$ cat config.mk
export PLATFORM = sky130hd
export DESIGN_NAME = vec_out_streamer_flat
export DESIGN_NICKNAME = d
export VERILOG_FILES = /design/src/rtl/vec_out_streamer_pkg.sv /design/src/rtl/vec_out_streamer_if.sv /design/src/rtl/vec_out_streamer_fifo.sv /design/src/rtl/vec_out_streamer.sv /design/src/flat_wrapper.sv
export SDC_FILE = /design/constraint.sdc
export NUM_CORES = 1
export LEC_CHECK = 0
export ABC_AREA = 1
export CAP_MARGIN = 15
export CORE_ASPECT_RATIO = 1.75
export CORE_UTILIZATION = 35
export DETAILED_ROUTE_END_ITERATION = 12
export GPL_TIMING_DRIVEN = 0
export PLACE_DENSITY_LB_ADDON = 0.05
export SKIP_LAST_GASP = 1
export SLEW_MARGIN = 20
export SYNTH_ARGS = -nofsm -noshare
export SYNTH_HDL_FRONTEND = slang
export SYNTH_SLANG_ARGS = --single-unit
$ cat constraint.sdc
create_clock -name clk -period 11.6 [get_ports clk]
set_input_delay 2.32 -clock clk [delete_from_list [all_inputs] [get_ports clk]]
set_output_delay 2.32 -clock clk [all_outputs]
set_load 0.01 [all_outputs]
$ cat src/rtl/vec_out_streamer_pkg.sv
// Shared widths, unpacker state type and the output-window decode for the vector output streamer.
package audio_simd_pkg;

    localparam int VEC_W      = 128;
    localparam int LANE_W     = 32;
    localparam int LANES      = 4;
    localparam int LANE_IDX_W = 2;

    typedef enum logic [0:0] {
        IDLE   = 1'b0,
        STREAM = 1'b1
    } stream_state_t;

    // Compare only the address bits above the window size.
    function automatic logic win_hit(
        input logic [31:0] addr,
        input logic [31:0] base,
        input int          win_bits
    );
        logic [31:0] mask_v;
        mask_v  = 32'hFFFF_FFFF << win_bits;
        win_hit = ((addr & mask_v) == (base & mask_v));
    endfunction

endpackage

$ cat src/rtl/vec_out_streamer_if.sv
// Store-snoop bus, sample stream and status signals of the vector output streamer.
interface vec_out_streamer_if
    import audio_simd_pkg::*;
#(
    parameter int DEPTH = 8
);
    localparam int CNT_W = $clog2(DEPTH + 1);

    logic              wr_en;
    logic [31:0]       wr_addr;
    logic [VEC_W-1:0]  wr_data;
    logic [LANE_W-1:0] sample_data;
    logic              sample_valid;
    logic              sample_ready;
    logic [CNT_W-1:0]  fifo_count;
    logic              busy;
    logic              overflow;
    logic              clr_ovf;

    modport master (
        input  wr_en, wr_addr, wr_data, sample_ready, clr_ovf,
        output sample_data, sample_valid, fifo_count, busy, overflow
    );

    modport slave (
        output wr_en, wr_addr, wr_data, sample_ready, clr_ovf,
        input  sample_data, sample_valid, fifo_count, busy, overflow
    );

endinterface

$ cat src/rtl/vec_out_streamer_fifo.sv
// 128-bit synchronous FIFO; a push into a full FIFO is still taken when a pop frees the slot on the same edge.
module vec_fifo
    import audio_simd_pkg::*;
#(
    parameter  int DEPTH = 8,
    localparam int AW    = $clog2(DEPTH),
    localparam int CNT_W = $clog2(DEPTH + 1)
) (
    input  logic             clk,
    input  logic             reset,
    input  logic             push,
    input  logic [VEC_W-1:0] push_data,
    input  logic             pop,
    output logic [VEC_W-1:0] head,
    output logic             full,
    output logic             empty,
    output logic [CNT_W-1:0] count,
    output logic [CNT_W-1:0] count_nx
);

    localparam logic [AW:0]      PTR_ONE = {{AW{1'b0}}, 1'b1};
    localparam logic [CNT_W-1:0] CNT_ONE = {{(CNT_W-1){1'b0}}, 1'b1};

    logic [VEC_W-1:0] mem_r [DEPTH];
    logic [AW:0]      wr_ptr_r;
    logic [AW:0]      rd_ptr_r;
    logic [CNT_W-1:0] count_r;
    logic             do_pop_s;
    logic             do_push_s;

    assign empty = (wr_ptr_r == rd_ptr_r);
    assign full  = (wr_ptr_r[AW] != rd_ptr_r[AW]) &&
                   (wr_ptr_r[AW-1:0] == rd_ptr_r[AW-1:0]);
    assign head  = mem_r[rd_ptr_r[AW-1:0]];
    assign count = count_r;

    // Qualify requests and derive the next occupancy
    always_comb begin
        do_pop_s  = pop & ~empty;
        do_push_s = push & (~full | do_pop_s);
        if (do_push_s && !do_pop_s) begin
            count_nx = count_r + CNT_ONE;
        end else if (!do_push_s && do_pop_s) begin
            count_nx = count_r - CNT_ONE;
        end else begin
            count_nx = count_r;
        end
    end

    // Pointer and occupancy registers
    always_ff @(posedge clk) begin
        if (reset) begin
            wr_ptr_r <= '0;
            rd_ptr_r <= '0;
            count_r  <= '0;
        end else begin
            if (do_push_s) begin
                wr_ptr_r <= wr_ptr_r + PTR_ONE;
            end
            if (do_pop_s) begin
                rd_ptr_r <= rd_ptr_r + PTR_ONE;
            end
            count_r <= count_nx;
        end
    end

    // Storage array; contents are meaningless until written so it carries no reset
    always_ff @(posedge clk) begin
        if (do_push_s) begin
            mem_r[wr_ptr_r[AW-1:0]] <= push_data;
        end
    end

endmodule

$ cat src/rtl/vec_out_streamer.sv
// Captures vector stores that hit the output window and streams them out as 32-bit lanes, lane 0 first.
module vec_out_streamer
    import audio_simd_pkg::*;
#(
    parameter int          DEPTH     = 8,
    parameter logic [31:0] BASE_ADDR = 32'h0000_1000,
    parameter int          WIN_BITS  = 12
) (
    input  logic               clk,
    input  logic               reset,
    vec_out_streamer_if.master bus
);

    localparam int                   CNT_W     = $clog2(DEPTH + 1);
    localparam logic [LANE_IDX_W-1:0] LAST_LANE = 2'b11;
    localparam logic [LANE_IDX_W-1:0] LANE_ONE  = 2'b01;

    stream_state_t         state_r;
    stream_state_t         state_nx_s;
    logic [LANE_IDX_W-1:0] lane_r;
    logic [LANE_IDX_W-1:0] lane_nx_s;
    logic [VEC_W-1:0]      hold_r;
    logic [VEC_W-1:0]      hold_nx_s;
    logic [LANE_W-1:0]     sample_data_r;
    logic [LANE_W-1:0]     sample_nx_s;
    logic                  sample_valid_r;
    logic                  valid_nx_s;
    logic                  busy_r;
    logic                  overflow_r;
    logic                  ovf_nx_s;
    logic                  hit_s;
    logic                  drop_s;
    logic                  pop_s;
    logic                  xfer_s;
    logic [VEC_W-1:0]      fifo_head_s;
    logic                  fifo_full_s;
    logic                  fifo_empty_s;
    logic [CNT_W-1:0]      fifo_count_s;
    logic [CNT_W-1:0]      fifo_count_nx_s;

    assign hit_s  = bus.wr_en & win_hit(bus.wr_addr, BASE_ADDR, WIN_BITS);
    assign drop_s = hit_s & fifo_full_s & ~pop_s;

    vec_fifo #(
        .DEPTH (DEPTH)
    ) u_fifo (
        .clk       (clk),
        .reset     (reset),
        .push      (hit_s),
        .push_data (bus.wr_data),
        .pop       (pop_s),
        .head      (fifo_head_s),
        .full      (fifo_full_s),
        .empty     (fifo_empty_s),
        .count     (fifo_count_s),
        .count_nx  (fifo_count_nx_s)
    );

    // Unpacker next state: load on idle, advance lanes, refill with no bubble after lane 3
    always_comb begin
        state_nx_s = state_r;
        lane_nx_s  = lane_r;
        hold_nx_s  = hold_r;
        valid_nx_s = sample_valid_r;
        pop_s      = 1'b0;
        xfer_s     = sample_valid_r & bus.sample_ready;
        case (state_r)
            IDLE: begin
                if (!fifo_empty_s) begin
                    pop_s      = 1'b1;
                    hold_nx_s  = fifo_head_s;
                    lane_nx_s  = '0;
                    valid_nx_s = 1'b1;
                    state_nx_s = STREAM;
                end else begin
                    valid_nx_s = 1'b0;
                end
            end
            STREAM: begin
                if (xfer_s && (lane_r != LAST_LANE)) begin
                    lane_nx_s = lane_r + LANE_ONE;
                end else if (xfer_s && !fifo_empty_s) begin
                    pop_s     = 1'b1;
                    hold_nx_s = fifo_head_s;
                    lane_nx_s = '0;
                end else if (xfer_s) begin
                    lane_nx_s  = '0;
                    valid_nx_s = 1'b0;
                    state_nx_s = IDLE;
                end else begin
                    lane_nx_s = lane_r;
                end
            end
            default: begin
                lane_nx_s  = '0;
                valid_nx_s = 1'b0;
                state_nx_s = IDLE;
            end
        endcase
        if (valid_nx_s) begin
            sample_nx_s = hold_nx_s[lane_nx_s * LANE_W +: LANE_W];
        end else begin
            sample_nx_s = sample_data_r;
        end
    end

    // Sticky drop flag; a new drop beats a clear on the same edge
    always_comb begin
        if (drop_s) begin
            ovf_nx_s = 1'b1;
        end else if (bus.clr_ovf) begin
            ovf_nx_s = 1'b0;
        end else begin
            ovf_nx_s = overflow_r;
        end
    end

    // Unpacker state and registered outputs
    always_ff @(posedge clk) begin
        if (reset) begin
            state_r        <= IDLE;
            lane_r         <= '0;
            hold_r         <= '0;
            sample_data_r  <= '0;
            sample_valid_r <= 1'b0;
            busy_r         <= 1'b0;
            overflow_r     <= 1'b0;
        end else begin
            state_r        <= state_nx_s;
            lane_r         <= lane_nx_s;
            hold_r         <= hold_nx_s;
            sample_data_r  <= sample_nx_s;
            sample_valid_r <= valid_nx_s;
            busy_r         <= (state_nx_s == STREAM) | (fifo_count_nx_s != '0);
            overflow_r     <= ovf_nx_s;
        end
    end

    assign bus.sample_data  = sample_data_r;
    assign bus.sample_valid = sample_valid_r;
    assign bus.fifo_count   = fifo_count_s;
    assign bus.busy         = busy_r;
    assign bus.overflow     = overflow_r;

endmodule
$ cat src/flat_wrapper.sv
// flat-port wrapper written by rule: the top's interface ports become plain ports
module vec_out_streamer_flat import audio_simd_pkg::*;
#(
    parameter int          DEPTH     = 8,
    parameter logic [31:0] BASE_ADDR = 32'h0000_1000,
    parameter int          WIN_BITS  = 12
)
  (clk, reset, bus_wr_en, bus_wr_addr, bus_wr_data, bus_sample_ready, bus_clr_ovf, bus_sample_data, bus_sample_valid, bus_fifo_count, bus_busy, bus_overflow);
  vec_out_streamer_if #(.DEPTH(DEPTH)) bus_i ();
  input  logic clk;
  input  logic reset;
  input wire logic [$bits(bus_i.wr_en)-1:0] bus_wr_en;
  input wire logic [$bits(bus_i.wr_addr)-1:0] bus_wr_addr;
  input wire logic [$bits(bus_i.wr_data)-1:0] bus_wr_data;
  input wire logic [$bits(bus_i.sample_ready)-1:0] bus_sample_ready;
  input wire logic [$bits(bus_i.clr_ovf)-1:0] bus_clr_ovf;
  output wire logic [$bits(bus_i.sample_data)-1:0] bus_sample_data;
  output wire logic [$bits(bus_i.sample_valid)-1:0] bus_sample_valid;
  output wire logic [$bits(bus_i.fifo_count)-1:0] bus_fifo_count;
  output wire logic [$bits(bus_i.busy)-1:0] bus_busy;
  output wire logic [$bits(bus_i.overflow)-1:0] bus_overflow;
  assign bus_i.wr_en = bus_wr_en;
  assign bus_i.wr_addr = bus_wr_addr;
  assign bus_i.wr_data = bus_wr_data;
  assign bus_i.sample_ready = bus_sample_ready;
  assign bus_i.clr_ovf = bus_clr_ovf;
  assign bus_sample_data = bus_i.sample_data;
  assign bus_sample_valid = bus_i.sample_valid;
  assign bus_fifo_count = bus_i.fifo_count;
  assign bus_busy = bus_i.busy;
  assign bus_overflow = bus_i.overflow;
  vec_out_streamer #(.DEPTH(DEPTH), .BASE_ADDR(BASE_ADDR), .WIN_BITS(WIN_BITS)) u_core (.clk(clk), .reset(reset), .bus(bus_i));
endmodule
Word level (Yosys, flattened, before mapping):

Memories as Yosys holds them, arrays and structs flattened. A register that Yosys moved wholly into a read port is not among the register bits.
Cells that the tools add are included.

* register bits: 178
* RAM bits: 1024
* input port bits: 165
* output and inout bits: 39
* logic and storage cells: 73
* memories: 1

Memories
* u_core.u_fifo.mem_r: words 8, width 128, read ports 1, clocked after memory_dff 1, write ports 1, line vec_out_streamer_fifo.sv:24 `logic [VEC_W-1:0] mem_r [DEPTH];`

* $add $sub $neg: 5
* equal/unequal tests: 5
* shifts and indexed selects: 1
* multiplexer cells: 29
* bitwise gates (word level): 12
* reductions and logical operators: 10

Operators with widths (count)
* 128-bit 2-to-1 mux: 3
* 128-bit case mux with 2 select lines: 1
* 128-bit by 8-bit variable part select with 32-bit output: 1
* 20-bit by 1-bit equality test with 1-bit output (second input constant): 1
* 1-bit 2-to-1 mux: 13
* 4-bit by 1-bit adder with 4-bit output (second input constant): 3
* 2-bit 2-to-1 mux: 4
* 4-bit 2-to-1 mux: 2
* 1-bit AND: 6
* 3-bit 2-to-1 mux: 2
* 1-bit case mux with 2 select lines: 3
* 1-bit logical AND: 5
* 4-bit equality test: 1
* 1-bit inverter: 4
* 2-bit case mux with 2 select lines: 1
* 4-bit nonzero test: 1
* 4-bit by 1-bit subtractor with 4-bit output (second input constant): 1
* 3-bit equality test: 1
* 1-bit logical NOT: 3
* 2-bit by 1-bit adder with 2-bit output (second input constant): 1
* 2-bit != test (second input constant): 1
* 1-bit OR: 2
* 2-bit nonzero test: 1
* 1-bit != test: 1

Depth between registers and ports, before layout:

* word-level depth: 15
* mapped depth: 17

By module:

A second synthesis with hierarchy kept.

* cell total of the unflattened synthesis: 4483
* area, all modules: 49261.0 sq um

By module, submodules not included
* vec_fifo: instances 1, cells an instance 3038, area each 40547.6 sq um, sequential area each 31049.8 sq um
* vec_out_streamer: instances 1, cells an instance 1445, area each 8713.4 sq um, sequential area each 3323.2 sq um

Worst setup path before layout:

No wires, ideal clock.

* path kind: input to register
* start: input bus_sample_ready
* end: memory u_core.u_fifo.mem_r[1][0] (enable)
* arrival time: 11.831 ns
* data required time: 10.827 ns
* path slack: -1.004 ns
* stages: 8
* path through: nand2_1 nor2_1 o21ai_4 nand2_1 inv_1 nor2_1 nand2_1 nor3_1

* cells in the longest elaborated chain, start to end: 10
* elaborated cells between the ends (all ways): 11
* those cells by class: mux: 5; bitwise: 4; reduce/logical: 2

RTL lines
* from (decl): line flat_wrapper.sv:15 `input wire logic [$bits(bus_i.sample_ready)-1:0] bus_sample_ready;`
* 1-bit AND (*): line vec_out_streamer.sv:66 `xfer_s = sample_valid_r & bus.sample_ready;`
* 1-bit logical AND: line vec_out_streamer.sv:82 `end else if (xfer_s && !fifo_empty_s) begin`
* 1-bit 2-to-1 mux: line vec_out_streamer.sv:82
* 1-bit 2-to-1 mux (*): line vec_out_streamer.sv:80 `if (xfer_s && (lane_r != LAST_LANE)) begin`
* 1-bit case mux with 2 select lines (*): line vec_out_streamer.sv:67 `case (state_r)`
* 1-bit AND (*): line vec_out_streamer_fifo.sv:39 `do_pop_s = pop & ~empty;`
* 1-bit OR (*): line vec_out_streamer_fifo.sv:40 `do_push_s = push & (~full | do_pop_s);`
* 1-bit AND (*): line vec_out_streamer_fifo.sv:40
* 1-bit 2-to-1 mux (*): line vec_out_streamer_fifo.sv:69 `if (do_push_s) begin`
* 1-bit 2-to-1 mux (implied by the code) (*): line vec_out_streamer_fifo.sv:70 `mem_r[wr_ptr_r[AW-1:0]] <= push_data;`
* to (decl): line vec_out_streamer_fifo.sv:24

Every way passes the cells marked *; elsewhere a longest branch is shown, timed or not.

Worst setup path after layout:

* start: input bus_sample_ready
* end: memory u_core.u_fifo.mem_r[3][7] (enable)

Same word-level chain as after synthesis.

==> run metrics <==
outcome=finished clean; Synth area leader=edfxtp_1; min Tclk post-route=5.903 ns; share of cells above drive strength 1=8.173%; Final Power=0.01366 W; Tcrit/Tclk final=between 50% and 60%; post-route ant nets=0; area delta synth->final=19.49%; DRT Pass-1 Iters=6; site row count=between 150 and 200; top-area cell type share of the netlist area=about 63%; Crit Reg-Reg Startpoint=u_core.lane_r[0]; H-Tree Depth=3; share of power burned in registers=roughly 37%; WP data arrival=6.33 ns; startpoint types=input pin; clk root buf=clkbuf_16; VDD IR max=0.0001262 V; CTS-repair resized insts=0; Starting Density=35.34%; # port buffers=190; NetSw=0.005435 W; total negative slack=0 ns; HPWL Detailed=134,300 microns; CORE AREA=0.1378 sq mm; die area=approximately 0.14 sq mm; GRT overflow=0; vias in the first global route=between 30k and 40k; syn_nets=4,735; Mapped Area=a little under 0.05 sq mm; Synth async-reset ratio=0%; sw frac=39.79%; synth unique cells=33; DIE WIDTH=284.0 microns; critical path start-end classification=in2reg; Hold Vio Cnt, Final=0; Yosys warning total=0; Slew @ Worst Pin=between 1 and 1.5 ns; Layout Nets=5,177; Power Dens Cells=234.7 mW/mm^2; post-CTS repair timing setup buffer count=0; EDFF count, synth=1,024; final slew viol count=0; sequential area share after synthesis=70.57%; WL final=182,000 microns; I/O Pins=just over 200; Final Util=42.22%; Hold Path Class=reg2reg; CTS Buffer Depth=3; clk slew on worst S/H paths=0.07 ns; synth top area cells=edfxtp_1 63%, nand2_1 11%, nand3_1 9.2%; Vert. Die Dim=495.5 microns; leading cell types by count after synthesis=1,395 x nand2_1, 1,024 x edfxtp_1, 892 x nand3_1; WP data required=12.03 ns; RSZ-0062 raised after global routing=false; gr usage total=25.68%; CP endpoint kind=flip-flop; CP startpoint=bus_sample_ready; post-synthesis register bit count=~1.2k; largest net degree at the start of global routing=20; cell count after synthesis=roughly 4.6k; first-pass GRT wire length=255,100 microns; worst skew pair latency=0.74 ns; initial antenna violation count=14; ys flop type=edfxtp_1; WL/cell=26.27 microns; FMAX=169.4 MHz; vias per cell=between 5 and 6; Num CTS Buffers=roughly 120; drt first-iter violations=2,531; Leak Pwr=21.67 nW; final clock skew=0.03479 ns; post-cts hold buffer count=0; CTS tree=built; worst rel slew slack=roughly 16%; Final setup viols=0; worst hold start=u_core.u_fifo.wr_ptr_r[3]; CP max FO=9; Post-route DRC=0; total number of vias=35.17k; maxcap violations=0; internal power=approximately 0.0082 W; gpl congestion=0.8656; clock network power share=27.4%; Sink Count=1,205; count leader, synth=nand2_1; syn avg cell area=10.67 sq um; Combinational Power Share=35.4%
cells by family after synthesis:
family	after synthesis	synth area share [%]
AND/OR/NAND/NOR	2611	22.57
flip-flops	1205	70.57
buffers and inverters	495	4.087
AO/OA/AOI/OAI	244	2.548
XOR/XNOR	5	0.08993
adder cells (fa/ha/maj)	5	0.1284
stage by stage:
stage          hold slack [ns]  setup slack (ns)  std cells  instance area (sq um)
2_1_floorplan           0.4250            -1.004       4565                  48710
3_3_place_gp            0.4416            -13.87       6575                  52890
3_5_place_dp            0.4471             5.090       6709                  54550
4_1_cts                 0.4565             5.837       6922                  58180
5_1_grt                 0.4672             5.643       6923                  58180
6_report                0.4564             5.697       6927                  58190
power by group through the flow:
stage	Clock [W]	Combinational, W	Sequential [W]
after floorplan	0	0.00252	0.00513
after global placement	0	0.00484	0.00516
after detailed placement	0	0.00487	0.00516
after CTS	0.00381	0.00489	0.00507
after global routing	0.00395	0.00520	0.00509
final	0.00374	0.00483	0.00508
layer usage:
layer	GRT usage (%)	up-vias	routed length (microns)
li1	-	16471	-
met1	28.99	17325	68750
met2	48.09	1064	96740
met3	3.068	297	8138
met4	11.48	10	8264
met5	0	-	65
final timing paths:
kind                               endpoint  slack [ns]  depth (start not counted)
setup / recovery  u_core.u_fifo.mem_r[3][7]        5.70                         16
hold / removal    u_core.u_fifo.wr_ptr_r[3]        0.46                          1
setup reg to reg  u_core.u_fifo.mem_r[3][7]        7.20                         16
hold reg to reg   u_core.u_fifo.wr_ptr_r[3]        0.46                          1
final cells by class:
class / count / area [sq um]
Clock buffer: 161 / 3274
Buffer: 277 / 1184
Fill cell: 13435 / 79640
Clock inverter: 52 / 356.6
Antenna cell: 5 / 12.51
Inverter: 218 / 818.3
Tap cell: 1820 / 2277
Timing Repair Buffer: 324 / 3501
Sequential cell: 1205 / 34370
Multi-Input combinational cell: 2865 / 12400
registers in the layout, indices dropped and copies added, names as in the netlist, named ones only:
register	cells
u_core.bus.sample_data	32
u_core.bus.sample_valid	1
u_core.state_r	1
u_core.u_fifo.count	4
u_core.u_fifo.rd_ptr_r	4
u_core.u_fifo.mem_r	1024
u_core.lane_r	2
u_core.bus.busy	1
u_core.u_fifo.wr_ptr_r	4
u_core.hold_r	128
u_core.bus.overflow	1
worst max-delay path, cell delays in order:
cell and delay, ns:
clkdlybuf4s50_1 0.53, nand2_1 0.09, nor2_1 0.31, o21ai_4 0.19, nand2_1 0.10, inv_1 0.07
nor2_1 0.37, nand2_1 0.32, nor3_2 0.62, buf_6 0.25, buf_6 0.16, buf_6 0.16
buf_4 0.21, buf_4 0.21, buf_4 0.21, buf_6 0.17
cells in the final DEF, fill, tap and decap left out, types with 25 or more instances in the layout:
cell type        synthesis  routed
buf_4                    2      65
clkinv_1                 0      28
buf_1                   41      39
a21oi_1                150     150
inv_1                  211     211
nor2_1                 302     300
nand2_1               1395    1395
o21ai_0                 89      89
buf_8                    0      25
dfxtp_1                181     181
buf_6                    2      30
nand3_1                892     892
buf_2                   88      90
clkdlybuf4s50_1          0     190
clkbuf_16                0     122
clkbuf_1               144     165
edfxtp_1              1024    1024
(Power assumes the default switching activity.)
